--- src/rtl/arbiter4x1_rr.sv ---
// ---------------------------------------------------------------------------
// arbiter4x1_rr
//   Round-robin burst arbiter draining four show-ahead FIFOs into one shared
//   downstream FIFO. A source keeps the link for up to BURST consecutive
//   words, then priority rotates to the next source. Downstream almost-full
//   freezes all arbitration state for that cycle.
//
// Ports
//   clk             clock, rising edge
//   reset           asynchronous active-high reset
//   fifo_empty[3:0] per-source empty flags
//   fifo_data0..3   head word of each source FIFO
//   out_almostfull  downstream cannot take a word next cycle
//   pop[3:0]        combinational one-hot (or zero) pop strobe to the sources
//   push_out        registered push strobe to the downstream FIFO
//   data_out        registered word being pushed
//   grant_id        registered index of the source that supplied data_out
// ---------------------------------------------------------------------------
module arbiter4x1_rr #(
    parameter int DATA_SIZE = 10,
    parameter int BURST     = 2
) (
    input  logic                 clk,
    input  logic                 reset,
    input  logic [3:0]           fifo_empty,
    input  logic [DATA_SIZE-1:0] fifo_data0,
    input  logic [DATA_SIZE-1:0] fifo_data1,
    input  logic [DATA_SIZE-1:0] fifo_data2,
    input  logic [DATA_SIZE-1:0] fifo_data3,
    input  logic                 out_almostfull,
    output logic [3:0]           pop,
    output logic                 push_out,
    output logic [DATA_SIZE-1:0] data_out,
    output logic [1:0]           grant_id
);

    typedef enum logic {ST_ARB, ST_BURST} state_t;

    state_t     state;
    logic [1:0] cur;
    logic [1:0] rr_ptr;
    logic [3:0] cnt;

    logic [DATA_SIZE-1:0] head [4];

    logic       burst_cont;
    logic [1:0] scan_base;
    logic [1:0] scan_idx;
    logic [1:0] scan_sel;
    logic       scan_hit;
    logic [1:0] sel;
    logic       grant;
    logic [3:0] cnt_inc;
    logic       burst_last;

    assign head[0] = fifo_data0;
    assign head[1] = fifo_data1;
    assign head[2] = fifo_data2;
    assign head[3] = fifo_data3;

    assign cnt_inc    = cnt + 4'd1;
    assign burst_last = (cnt_inc == 4'(BURST));

    // Pop decision (stage 0): combinational from flags and current state
    always_comb begin
        burst_cont = (state == ST_BURST) && !fifo_empty[cur];
        // A burst whose source ran dry rescans from the next source in the
        // same cycle, so no idle slot appears on the link.
        scan_base  = (state == ST_BURST) ? cur + 2'd1 : rr_ptr;
        scan_hit   = 1'b0;
        scan_sel   = scan_base;
        scan_idx   = 2'd0;
        // Walk from the farthest candidate back to the base so the closest
        // non-empty source in rotation order is the one left selected.
        for (int k = 3; k >= 0; k--) begin
            scan_idx = scan_base + 2'(k);
            if (!fifo_empty[scan_idx]) begin
                scan_hit = 1'b1;
                scan_sel = scan_idx;
            end
        end
        sel   = burst_cont ? cur : scan_sel;
        grant = !reset && !out_almostfull && (burst_cont || scan_hit);
        pop   = grant ? (4'b0001 << sel) : 4'b0000;
    end

    // Output register and arbitration state (stage 1)
    always_ff @(posedge clk or posedge reset) begin
        if (reset) begin
            state    <= ST_ARB;
            cur      <= 2'd0;
            rr_ptr   <= 2'd0;
            cnt      <= 4'd0;
            push_out <= 1'b0;
            data_out <= '0;
            grant_id <= 2'd0;
        end else begin
            push_out <= grant;
            if (grant) begin
                data_out <= head[sel];
                grant_id <= sel;
            end

            if (grant && burst_cont) begin
                cnt <= cnt_inc;
                if (burst_last) begin
                    rr_ptr <= cur + 2'd1;
                    state  <= ST_ARB;
                end
            end else if (grant) begin
                cur <= sel;
                cnt <= 4'd1;
                if (BURST == 1) begin
                    rr_ptr <= sel + 2'd1;
                    state  <= ST_ARB;
                end else begin
                    state  <= ST_BURST;
                end
            end else if (!out_almostfull && (state == ST_BURST)) begin
                // Current source drained and nobody else is waiting.
                state <= ST_ARB;
            end
        end
    end

endmodule

--- config.mk ---
export PLATFORM = sky130hd
export DESIGN_NAME = arbiter4x1_rr
export DESIGN_NICKNAME = d
export VERILOG_FILES = /design/src/rtl/arbiter4x1_rr.sv
export SDC_FILE = /design/constraint.sdc
export NUM_CORES = 1
export LEC_CHECK = 0
export BUFFER_PORTS_ARGS = -buffer_cell sky130_fd_sc_hd__clkbuf_2
export CAP_MARGIN = 20
export CORE_ASPECT_RATIO = 1.75
export CORE_MARGIN = 1
export CORE_UTILIZATION = 35
export DETAILED_ROUTE_END_ITERATION = 10
export SLEW_MARGIN = 10
export SYNTH_ARGS = -nofsm -noshare
export SYNTH_HDL_FRONTEND = slang
export SYNTH_SLANG_ARGS = --single-unit
--- constraint.sdc ---
create_clock -name clk -period 1.9 [get_ports clk]
set_clock_uncertainty 0.05 [all_clocks]
set_input_delay 0.19 -clock clk [delete_from_list [all_inputs] [get_ports clk]]
set_output_delay 0.19 -clock clk [all_outputs]
set_load 0.03 [all_outputs]
==> flow_summary.ini <==
[place]
numPortBuffers = 63
gp_congestion = 0.8753
placed_cells = 303
dpl.hpwl_um = 3507

[synthesis]
synthFlopType = dfrtp_1
yosysWarnings = 0
synth_cells = 177
synthAdderAreaFrac_pct = 1.502
ys_async_sr_fraction_pct = 100.0
synth.distinct_cells = 42
synth-edff-count = 0
netlist_area_um2 = 1667
synth-compound-area-share_pct = 36.49
synth-xor-area-share_pct = 1.502
ys_seq_area_share_pct = 33.03
synth_top_family_by_area = compound AO/OA/AOI/OAI gates
synth_fp_nets = 226
synth-simple-area-share_pct = 18.69
postSynthAreaPerCell_um2 = 9.416
synth_seq_cells = 22
synthMuxAreaShare_pct = 1.201

[clock_tree]
cts_max_level = 1
cts_buffer_depth = 2
numCtsBuffers = 3
cts_tree = yes
clock-sinks = 22
clockRootBuffer = clkbuf_8
clk_pin_slew_worst_paths_ns = 0.09
clk_latency_ns = 0.27

[critical_path]
end_kind = primary output
crit_path_start_kind = flop
path_cells = xnor2_4, a211o_1, a211o_1, nand3_2, buf_12, nor2_4, buf_8
reg2reg_setup_slack_ns = -0.38
cp_common_cell = a211o_1
critical_path.max_fanout = 11
rr_endpoint = data_out[4]$_DFFE_PP0P_
critPathMaxStageDelay_ns = 0.48
cp_num_buf_inv = 2
worstPathArrival_ns = 2.06
crit-reg2reg-launch = cur[0]$_DFFE_PP0P_
rr_worst_depth = 8
crit_path_top_delay_cell = dfrtp_2
critical_path_required_ns = 1.66
crit_family = compound AO/OA/AOI/OAI gates
setup.worst_path.class = flop to primary output

[sta]
drv_slew = 0
fmax_mhz = 434.2
worst_pin_slew_ns = 0.3447
fin_crit_sh_pct = 121.2
setup_viol = 15
layout_setup_ws_ns = -0.4031
slew_headroom_pct = 76.82
fin_setup_tns_ns = -5.154
timing.final.hold_violations = 0
finalCriticalPeriod_ns = 2.303
rsz0062_at_grt = yes
holdWs_ns = 0.09151

[job]
cap_violations = 0

[global_route]
grt_pass1_wl_um = 8362
antenna_found_initial = 0
grt_pass1_vias = 1830
grt-ovfl-total = 0
grtUsageTotal_pct = 22.30
grt_max_degree = 22

[pwr]
swShare_pct = 44.64
p_clk_share_pct = 12.2
p_leak_uw = 0.001164
peakVddDrop_v = 0.001028
combPwrFrac_pct = 65.0
power-per-cell-area_nw_per_um2 = 1423
p_total_uw = 3733
p_switching_uw = 1667
p_int_uw = 2066
power_frac_seq_pct = 22.9

[status]
status = complete, but fails checks
violations = negative setup slack

[routing]
wl_um = 5293
drt-vias-per-instance = 5.474
dr_total_vias = 1757
first_pass_iters = 4
wl_per_cell_um = 16.49
drcViolationCount = 0
antenna_left = 0
first_iter_violations = 41

[worst_hold_path]
hold_end = data_out[5]$_DFFE_PP0P_
worstHoldPathCells = 3
hold_start = fifo_data1[5]
min_path_type = input pin to flop

[finish]
syn_to_final_growth_pct = 57.36
final_util_pct = 58.48
drive_gt1_share_pct = 57.41
instances_no_fill = 321
fillCellCount = 409
nets = 320
antenna_cells = 0

[floorplanning]
die_y_um = 93.29
rows = 32
core_area_um2 = 4484
chipWidth_um = 54.16
io_pins = 64
start_util_pct = 37.17
die-area_um2 = 5052
## timing repair
| item | in CTS | in global routing |
|---|---|---|
| setup endpoints to repair | 18 | 18 |
| buffers inserted | 10 | 3 |
| hold buffers | 1 | 0 |
| gates resized for setup | 26 | 18 |
| endpoints found under the hold margin | 22 | 0 |
| pin swaps | 12 | 8 |
| gates cloned | 3 | 0 |
## through the flow
stage | instance area, um2 | worst slack, ns
6_report | 2623 | -0.4031
5_1_grt | 2623 | -0.4739
4_1_cts | 2562 | -0.4142
3_5_place_dp | 2243 | -0.2821
3_3_place_gp | 2243 | -0.2509
2_1_floorplan | 1737 | -0.1465
## logic make-up after synthesis
family                   after synthesis
AO/OA/AOI/OAI                         66
AND/OR/NAND/NOR                       64
flip-flops                            22
buffers and inverters                 19
XOR/XNOR                               2
multiplexers                           2
adder cells (fa/ha/maj)                2
## tightest hold or removal path: stages
cell and delay (ns):
clkbuf_2 0.08, nand2_1 0.06, a211oi_2 0.05
## placed cells by master, fill, tap and decap left out, types with 6 or more instances in the layout
cell,instances
a21oi_1,13
buf_4,31
dfrtp_1,20
nor3_2,6
a211oi_2,12
o32ai_4,6
clkbuf_2,59
nand2_1,23
nor3_1,6
nor2_1,6
## state kept, by name, indices dropped and copies added (netlist names)
| register | cells |
|---|---|
| data_out | 10 |
| push_out | 1 |
| cnt | 4 |
| state | 1 |
| rr_ptr | 2 |
| grant_id | 2 |
| cur | 2 |
## worst max-delay path by stage
stage / from / endpoint / cells past startpoint
3_5_place_dp: cur[0]$_DFFE_PP0P_ / pop[3] / 8
2_1_floorplan: cur[0]$_DFFE_PP0P_ / data_out[2]$_DFFE_PP0P_ / 9
5_1_grt: cur[0]$_DFFE_PP0P_ / pop[3] / 7
3_3_place_gp: cur[0]$_DFFE_PP0P_ / pop[3] / 8
4_1_cts: cur[0]$_DFFE_PP0P_ / pop[3] / 7
6_report: cur[0]$_DFFE_PP0P_ / pop[0] / 7
## cells in the mapped netlist (2+ instances only)
library cell  number  area, um2
a211o_1            2      17.52
a211oi_1           2      15.01
a211oi_2          10      125.1
a21o_1             3      22.52
a21oi_1           16      80.08
a31o_2             2      17.52
buf_2              5      25.02
buf_6              6      67.56
dfrtp_1           22      550.5
ha_1               2      25.02
inv_1              5      18.77
mux2i_1            2      20.02
nand2_1           23      86.33
nand2b_1           4      25.02
nand3_1            6      30.03
nand3b_1           2      15.01
nor2_1            10      37.54
nor2b_1            2      12.51
nor3_1            12      60.06
o211a_1            2      20.02
o21a_1             4      30.03
o21ai_0            4      20.02
o22ai_1            2      12.51
o31ai_1            2      15.01
o32ai_2           10      162.7
## area by class of cell
cell class / instances / area [um2] / share of cell area [%]
Clock buffer: 3 / 41.29 / 1.574
Sequential cell: 22 / 553.0 / 21.09
Inverter: 5 / 18.77 / 0.7156
Multi-Input combinational cell: 137 / 1191 / 45.42
Clock inverter: 1 / 30.03 / 1.145
Timing Repair Buffer: 102 / 724.4 / 27.62
Tap cell: 51 / 63.81 / 2.433
## layer usage
| metal | share of wire (%) | vias to the layer above | track usage, % |
|---|---|---|---|
| met1 | 38 | 835 | 25.69 |
| met4 | 2.6 | 0 | 8.974 |
| met3 | 4.7 | 10 | 3.252 |
| met5 | 0 | - | 0 |
| met2 | 55 | 64 | 38.92 |
| li1 | - | 848 | - |
## power groups by stage
stage	clock network [uW]	registers [uW]	logic [uW]
after detailed placement	0	831	1930
after global placement	0	835	1910
after global routing	476	881	2590
after floorplan	0	1020	1230
after CTS	457	837	2300
final	454	853	2430
(Power assumes the default switching activity.)
